### config.mk
export PLATFORM = sky130hd
export DESIGN_NAME = mem_access_sequencer
export DESIGN_NICKNAME = d
export VERILOG_FILES = /design/src/rtl/mem_access_sequencer.sv
export SDC_FILE = /design/constraint.sdc
export NUM_CORES = 1
export LEC_CHECK = 0
export ABC_AREA = 1
export CORE_MARGIN = 4
export CORE_UTILIZATION = 45
export CTS_CLUSTER_DIAMETER = 100
export DETAILED_ROUTE_END_ITERATION = 10
export GPL_TIMING_DRIVEN = 0
export MAX_ROUTING_LAYER = met4
export PLACE_DENSITY = 0.92
export SYNTH_ARGS = -nofsm -noshare
export SYNTH_HDL_FRONTEND = slang
export SYNTH_SLANG_ARGS = --single-unit
### constraint.sdc
create_clock -name clk -period 3.1 [get_ports clk]
set_input_delay 0.31 -clock clk [delete_from_list [all_inputs] [get_ports clk]]
set_output_delay 0.31 -clock clk [all_outputs]
set_load 0.01 [all_outputs]
### src/rtl/mem_access_sequencer.sv
// mem_access_sequencer
//   Sequences single-byte SRAM accesses through a four-state FSM
//   (IDLE -> SETUP -> STROBE -> HOLD) and drives the SRAM strobes and
//   the two data-bus bridge enables for each access.
//
//   Parameter
//     WAIT_STATES    extra STROBE cycles per access (0..15)
//
//   Optional feature
//     MEMSEQ_BACK_TO_BACK_EN  when defined, a new request may be accepted
//                             in HOLD and the FSM goes straight to SETUP.
//
//   Ports
//     clk, rst_n             clock, asynchronous active-low reset
//     req_valid/req_ready    request handshake
//     req_write, req_addr    request kind and byte address
//     mem_addr               registered SRAM address
//     mem_ce_n/oe_n/we_n     SRAM strobes (active low)
//     d_membridge_n          MainBus->MemData bridge enable (active low)
//     a_membridge_n          MemData->MainBus bridge enable (active low)
//     mem_data               MemData bus, sampled on reads
//     rdata, rdata_valid     last read byte and its one-cycle update pulse
//     busy                   FSM not in IDLE
module mem_access_sequencer #(
  parameter int unsigned WAIT_STATES = 1
) (
  input  logic        clk,
  input  logic        rst_n,
  input  logic        req_valid,
  output logic        req_ready,
  input  logic        req_write,
  input  logic [15:0] req_addr,
  output logic [15:0] mem_addr,
  output logic        mem_ce_n,
  output logic        mem_oe_n,
  output logic        mem_we_n,
  output logic        d_membridge_n,
  output logic        a_membridge_n,
  input  logic [7:0]  mem_data,
  output logic [7:0]  rdata,
  output logic        rdata_valid,
  output logic        busy
);

  typedef enum logic [1:0] {IDLE, SETUP, STROBE, HOLD} state_t;

  localparam logic [3:0] WS = 4'(WAIT_STATES);

  state_t     state;
  logic       wr;       // direction of the access in flight
  logic [3:0] cnt;      // remaining STROBE cycles minus one
  logic       started;  // low until the first edge after reset release
  logic       accept;

  // req_ready is held low during reset and only rises once the first
  // clock edge after release has been seen.
`ifdef MEMSEQ_BACK_TO_BACK_EN
  assign req_ready = started && (state == IDLE || state == HOLD);
`else
  assign req_ready = started && (state == IDLE);
`endif

  assign accept = req_valid && req_ready;

  always_ff @(posedge clk or negedge rst_n) begin
    if (!rst_n) begin
      state       <= IDLE;
      wr          <= 1'b0;
      cnt         <= 4'd0;
      mem_addr    <= 16'd0;
      rdata       <= 8'd0;
      rdata_valid <= 1'b0;
      started     <= 1'b0;
    end else begin
      started     <= 1'b1;
      rdata_valid <= 1'b0;
      case (state)
        IDLE: begin
          if (accept) begin
            state    <= SETUP;
            mem_addr <= req_addr;
            wr       <= req_write;
          end
        end
        SETUP: begin
          state <= STROBE;
          cnt   <= WS;
        end
        STROBE: begin
          if (cnt == 4'd0) begin
            state <= HOLD;
            // Read data is taken on the edge that ends the last strobe cycle.
            if (!wr) begin
              rdata       <= mem_data;
              rdata_valid <= 1'b1;
            end
          end else begin
            cnt <= cnt - 4'd1;
          end
        end
        HOLD: begin
          // accept can only be high here when back-to-back issue is enabled.
          if (accept) begin
            state    <= SETUP;
            mem_addr <= req_addr;
            wr       <= req_write;
          end else begin
            state <= IDLE;
          end
        end
        default: state <= IDLE;
      endcase
    end
  end

  // Strobes are pure decodes of the registered state and direction, so
  // reset forces them inactive immediately.
  assign busy          = (state != IDLE);
  assign mem_ce_n      = (state == IDLE);
  assign mem_oe_n      = !(!wr && (state == SETUP || state == STROBE));
  assign mem_we_n      = !(wr && state == STROBE);
  assign d_membridge_n = !(wr && state != IDLE);
  assign a_membridge_n = !(!wr && state == STROBE);

endmodule

==> run_results.csv, run 1 <==
group,metric,value,unit
status,outcome,"completed",
worst_setup_path,cp_data_required_time,2.79,ns
placed_design,dp_hpwl,2490,um
placed_design,routability_congestion_estimate_from_global_placement,0.812,
worst_setup_path,critical_path_class,"flop to output pin",
cts,post_cts_buffers,0,
final_layout,antenna_cells,0,
cts,cts-root-buf,"clkbuf_4",
timing,timing.final.hold_violations,0,
global_route,grt_pass1_wl,5530,um
pwr,power.leakage,1.11,nW
run,maxCapViolations,0,
placed_design,place_inst,270,
route,topRoutingLayerUsed,"met4",
final_layout,layout-area-overhead-vs-synth,47.9,%
floorplan,chip_height,64.8,um
global_route,grt.total_usage,17.7,%
yosys,yosys.cell_count.top_type,"nand2_1",
cts,htree_num_levels,2,
cts,cts_tree,"yes",
pwr,peakVddDrop,453,uV
cts,tritoncts.num_buffers,5,
final_layout,finish.instance_area,2150,sq um
yosys,synth.largest_area_cell,"dfrtp_1",
yosys,syn-mean-instance-area,8.69,sq um
placed_design,detailed_place.area,2090,sq um
global_route,number_of_antenna_violations_at_the_first_check_in_global_routing,0,
floorplan,initial_core_util,47.2,%
yosys,synth_enable_flop_cells,0,
final_layout,layout-drive-gt1-share,8.58,%
cts,clkSinkCount,33,
timing,fin_worst_skew,0.00630,ns
yosys,netlist_area,1450,sq um
route,post_drt_via_cell_ratio,4.61,
final_layout,final_nets,266,
timing,clock.fmax,451,MHz
route,met2_length,1560,um
pwr,clock_power_share,11.8,%
worst_setup_path,critical_path_arrival,1.91,ns
global_route,grt_overflow,0,
route,number_of_violations_reported_at_the_end_of_detailed_routing_iteration_0,53,
placed_design,buffer_ports.inserted,59,
pwr,p_switching,0.735,mW
yosys,synth_cell_types,20,
global_route,number_of_global_route_vias_before_repair,1304,
yosys,postSynthNetCount,200,
final_layout,final_cell_count_no_fill,277,
floorplan,core_region_area,3080,sq um
yosys,synth_cells,167,
pwr,power.sequential.fraction,36.6,%
pwr,power.share.switching,36.8,%
yosys,synth.yosys.warnings,0,
timing,rsz0062_at_grt,"false",
yosys,synthArstFlopShare,100,%
route,met3RoutedLength,277,um
pwr,p_total,1.99,mW
floorplan,floorplan_die_area,4200,sq um
route,wl_met1,1280,um
cts,clock_insertion_delay_worst_skew,0.31,ns
timing,worst_slew_pin_slew,0.712,ns
pwr,combinational_share_of_power,51.5,%
floorplan,ios,60,
yosys,synthTopCellsByArea,"dfrtp_1, nand2_1, inv_1",
route,routed-via-count,1276,
cts,cts_hold_repair.buffers,0,
pwr,power.density,929,nW/um^2
route,dr.pass1.iters,4,
worst_setup_path,worstSetupEndpointType,"output pin",
yosys,sequential_fraction_of_the_synthesis_area,56.9,%
timing,timing_max_transition_violations_final,0,
cts,clkTransAtPathRegs,0.09,ns
worst_setup_path,critical_path_peak_fanout,3,
route,totalWireLength,3160,um
cts,cts_repair_resize_count,0,
route,drcViolationCount,0,
cts,cts_buffer_depth,2,
timing,period_utilization_post_route,71.5,%
timing,final.setup.worst_slack,0.884,ns
route,wl_per_cell,11.4,um
timing,max-slew-margin-rel,52.6,%
yosys,synth_top_cells_by_count,"nand2_1, dfrtp_1, inv_1",
route,drt.antenna.violating_nets,0,
worst_setup_path,critPathLaunchType,"flop",
yosys,ys_dominant_reg_cell,"dfrtp_1",
floorplan,die_w,64.8,um
yosys,ys_ff_latch,33,
final_layout,filler_cell_count,263,
min_path,hold_class,"input pin to async pin",
timing,setup_violations,0,
placed_design,dpl_worst_slack,1.22,ns
floorplan,std_cell_rows,20,
timing,finalSetupTns,0,ns
timing,finalCriticalPeriod,2.22,ns
yosys,synth_top_cell_area_share,56.9,%
global_route,grt_start_max_net_pins,34,
pwr,internal_power,1.26,mW
-- per-stage QoR --
step	utilization, %	hold slack (ns)
2_1_floorplan	-	0.0144
3_3_place_gp	68.1	0.454
3_5_place_dp	68.0	0.400
4_1_cts	69.8	0.0430
5_1_grt	69.8	0.0870
6_report	69.8	0.0329
-- flip-flops by register name, indices dropped and copies added, names as in the netlist --
name         flops
cnt              4
mem_addr        16
rdata            8
rdata_valid      1
started          1
state            2
wr               1
-- kinds of logic after synthesis --
family / count (synthesis) / synth area share, %
adder cells (fa/ha/maj): 5 / 4.31
flip-flops: 33 / 56.9
AO/OA/AOI/OAI: 20 / 7.07
AND/OR/NAND/NOR: 75 / 22.4
other: 1 / 0.258
buffers and inverters: 32 / 8.45
XOR/XNOR: 1 / 0.604
-- cell usage in the layout (no fill, tap or decap) --
master and n:
nand2_1 60, clkdlybuf4s50_1 58, dfrtp_1 33, inv_1 25
o21ai_0 17, nand3_1 7, ha_1 5, clkbuf_4 5
inv_2 4, buf_2 3, nor2_2 2, or2_2 2
clkbuf_1 2, nand2_2 1, nor2_8 1, nand3_2 1
o21ai_1 1, a21o_1 1, a21oi_1 1, nor2_1 1
xor2_1 1, clkbuf_8 1, conb_1 1
-- worst max-delay path, cell delays in order, from the launching register on --
cell and delay [ns]:
dfrtp_1 0.39, inv_1 0.09, ha_1 0.31, inv_1 0.06, or2_2 0.26, clkdlybuf4s50_1 0.48
-- worst paths after layout --
kind | endpoint | depth (start not counted) | slack (ns) | from
min | rdata_valid | 1 | 0.03 | rst_n
max in group asynchronous | mem_addr[11] | 1 | 2.61 | rst_n
min in group clk | rdata[0] | 2 | 0.48 | rdata[0]
min reg2reg | rdata[0] | 2 | 0.48 | rdata[0]
max | mem_oe_n | 5 | 0.88 | state[0]
max reg2reg | mem_addr[9] | 6 | 1.52 | state[0]
-- metal layers --
metal  vias up  GRT usage, %
met1       579          18.9
met5         -             -
met3         5          5.37
met4         0          7.12
li1        633             -
met2        59          30.4
-- final cells by class --
type / instances / area, sq um / share of cell area [%]
inverters: 29 / 109 / 5.07
multi-input cells: 102 / 503 / 23.4
clock buffers: 7 / 55.1 / 2.56
flip-flops and latches: 33 / 826 / 38.5
well taps: 44 / 55.1 / 2.56
repair buffers: 59 / 586 / 27.3
plain buffers: 3 / 13.8 / 0.641
-- power by group through the flow --
| stage | Combinational [mW] | Clock [mW] | Sequential [mW] |
|---|---|---|---|
| 3_5_place_dp | 1.04 | 0 | 0.742 |
| 5_1_grt | 1.16 | 0.260 | 0.762 |
| 6_report | 1.03 | 0.236 | 0.731 |
| 4_1_cts | 1.05 | 0.244 | 0.733 |
| 3_3_place_gp | 1.01 | 0 | 0.732 |
| 2_1_floorplan | 0.445 | 0 | 0.799 |
(Power assumes the default switching activity.)
==> run 2, diff against run 1 <==
Settings changed: CORE_UTILIZATION 45 to 42, PLACE_DENSITY 0.92 to 0.87.
Clock period 3.1 ns to 2.19 ns, I/O delays scaled along.
==> run 2 against run 1 <==
  * Non-clock buffer count increased by 3
  * Combinational power is 43% higher
  * Via count decreased by 1.8%
  * Core utilization decreased by 3.6 points
  * Clock skew grew 0.0030 ns
  * Cell count up 2.2%
  * Die area increased by 6.3%
  * Hold slack better by 0.38 ns
  * Clock-buffer cell count did not move
  * Global-route usage is 1.6 points lower
  * Clock power grew 100%
  * Sequential share of layout area fell by 1.0 points
  * Largest cell class unchanged
==> run_results.csv, run 2 (synthesized netlist as in run 1, its figures left out) <==
group,metric,value,unit
route,post_drt_via_cell_ratio,4.43,
status,outcome,"completed",
cts,clkSinkCount,33,
floorplan,core_region_area,3340,sq um
global_route,number_of_antenna_violations_at_the_first_check_in_global_routing,0,
timing,finalCriticalPeriod,2.06,ns
worst_setup_path,critical_path.cell_chain,"buf_4, ha_1, inv_2, nor2_2, inv_2, clkdlybuf4s50_1",
worst_setup_path,cp_common_cell,"inv_2",
floorplan,ios,60,
cts,clkTransAtPathRegs,0.09,ns
route,dr.pass1.iters,4,
route,wl_met1,1290,um
pwr,peakVddDrop,656,uV
route,drt.antenna.violating_nets,0,
cts,clock_insertion_delay_worst_skew,0.34,ns
final_layout,layout-drive-gt1-share,9.70,%
placed_design,buffer_ports.inserted,59,
worst_setup_path,critical_path_class,"flop to output pin",
final_layout,final_common_cell,"nand2_1",
timing,timing_max_transition_violations_final,0,
final_layout,reg.largest.list,"mem_addr x16, rdata x8, cnt x4",
global_route,grt_pass1_wl,5110,um
cts,cts_buffer_depth,2,
final_layout,regMostFlops,"mem_addr",
global_route,grt.total_usage,16.1,%
worst_setup_path,critical_path_peak_fanout,4,
worst_setup_path,critPathLaunchType,"flop",
route,routed-via-count,1253,
min_path,hp-start,"mem_data[1]",
timing,period_utilization_post_route,94.2,%
worst_setup_path,critical_path_arrival,1.84,ns
final_layout,largest_register_ffs,16,
final_layout,final_nets,269,
worst_setup_path,critical_path_buf_inv_count,4,
final_layout,utilization,66.1,%
floorplan,initial_core_util,43.5,%
worst_setup_path,path_delay_family,"buffers and inverters",
final_layout,layout-area-overhead-vs-synth,52.1,%
cts,tritoncts.num_buffers,5,
final_layout,most-common-layout-cells,"nand2_1, clkdlybuf4s50_1, dfrtp_1",
route,topRoutingLayerUsed,"met4",
worst_setup_path,cp_data_required_time,1.97,ns
placed_design,dpl_worst_slack,0.414,ns
worst_setup_path,critPathSlowestCell,"clkdlybuf4s50_1",
timing,clock.fmax,485,MHz
timing,rsz0062_at_grt,"false",
route,drcViolationCount,0,
min_path,hold_class,"input pin to flop",
timing,worst_slew_pin_slew,0.709,ns
timing,max-slew-margin-rel,52.7,%
route,totalWireLength,3140,um
route,met2_length,1550,um
floorplan,chip_height,66.8,um
worst_setup_path,cp-startpoint,"state[1]",
pwr,power.leakage,1.14,nW
floorplan,floorplan_die_area,4460,sq um
global_route,grt_start_max_net_pins,34,
route,met3RoutedLength,232,um
pwr,power.density,1350,nW/um^2
run,maxCapViolations,0,
floorplan,std_cell_rows,21,
global_route,number_of_global_route_vias_before_repair,1213,
worst_setup_path,slowest_delay,0.55,ns
timing,finalSetupTns,0,ns
worst_setup_path,reg2reg_from,"state[0]",
worst_setup_path,worstSetupEndpointType,"output pin",
placed_design,dp_hpwl,2440,um
cts,cts-root-buf,"clkbuf_4",
timing,fin_worst_skew,0.00931,ns
cts,htree_num_levels,2,
global_route,grt_overflow,0,
cts,cts_tree,"yes",
placed_design,routability_congestion_estimate_from_global_placement,0.770,
route,wl_per_cell,11.1,um
floorplan,die_w,66.8,um
timing,timing.final.hold_violations,0,
timing,final.setup.worst_slack,0.126,ns
timing,setup_violations,0,
route,number_of_violations_reported_at_the_end_of_detailed_routing_iteration_0,50,
final_layout,antenna_cells,0,
[run 2: cell types whose count changed in the layout (fill, tap and decap cells not counted), sizes merged]
cell           before  now
dlygate4sd3         0    1
bufinv              0    1
clkdlybuf4s50      58   57
dlymetal6s2s        0    1
buf                 3    5
[run 2: final cells by class]
| cell class | instances | area [sq um] |
|---|---|---|
| Fill cell | 294 | 1130 |
| Buffer | 3 | 13.8 |
| Timing Repair Buffer | 62 | 613 |
| Sequential cell | 33 | 826 |
| Tap cell | 46 | 57.6 |
| Clock inverter | 1 | 30.0 |
| Inverter | 29 | 109 |
| Clock buffer | 7 | 55.1 |
| Multi-Input combinational cell | 102 | 503 |
[run 2: worst paths after layout]
check                                end  slack [ns]  cells after the start
max                        a_membridge_n        0.13                      6
min                             rdata[1]        0.41                      3
max reg2reg                 mem_addr[13]        0.64                      6
min reg2reg                     rdata[2]        0.48                      2
max in group asynchronous    mem_addr[3]        1.27                      2
min in group asynchronous    mem_addr[6]        0.46                      2
[run 2: power breakdown]
| part | switching [mW] | internal, mW | total [mW] |
|---|---|---|---|
| Clock | 0.200 | 0.273 | 0.472 |
| Combinational | 0.703 | 0.771 | 1.47 |
| Sequential | 0.156 | 0.877 | 1.03 |
| Total | 1.06 | 1.92 | 2.98 |
[run 2: layer usage]
layer | up-vias | GRT usage [%]
li1 | 644 | -
met1 | 556 | 16.5
met2 | 46 | 26.9
met3 | 7 | 5.06
met4 | 0 | 9.39
met5 | - | -
[run 2: metrics by stage]
stage                     hold slack (ns)  instances  power (mW)  cell area [sq um]
after floorplan                   -0.0766        167        1.76               1450
after global placement              0.453        272        2.46               2100
after detailed placement            0.318        272        2.52               2090
after CTS                           0.390        281        3.00               2190
after global routing                0.379        283        3.23               2210
final                               0.412        283        2.98               2210
[run 2: what timing repair did]
action | CTS | global route
endpoints found under the hold margin | 33 | 0
gates resized for setup | 0 | 1
hold buffers | 1 | 0
buffers inserted | 0 | 2
endpoints found under the setup margin | 0 | 1
[run 2: worst min-delay path, delay by kind of cell]
family	cells	cell delay (ns)
AND/OR/NAND/NOR	2	0.10
buffers and inverters	1	0.39
==> run 3, diff against run 2 <==
Settings changed: SKIP_LAST_GASP from default to 1.
==> results of run 3 <==
The final DEF is identical to that of run 2; final timing and power are the same.
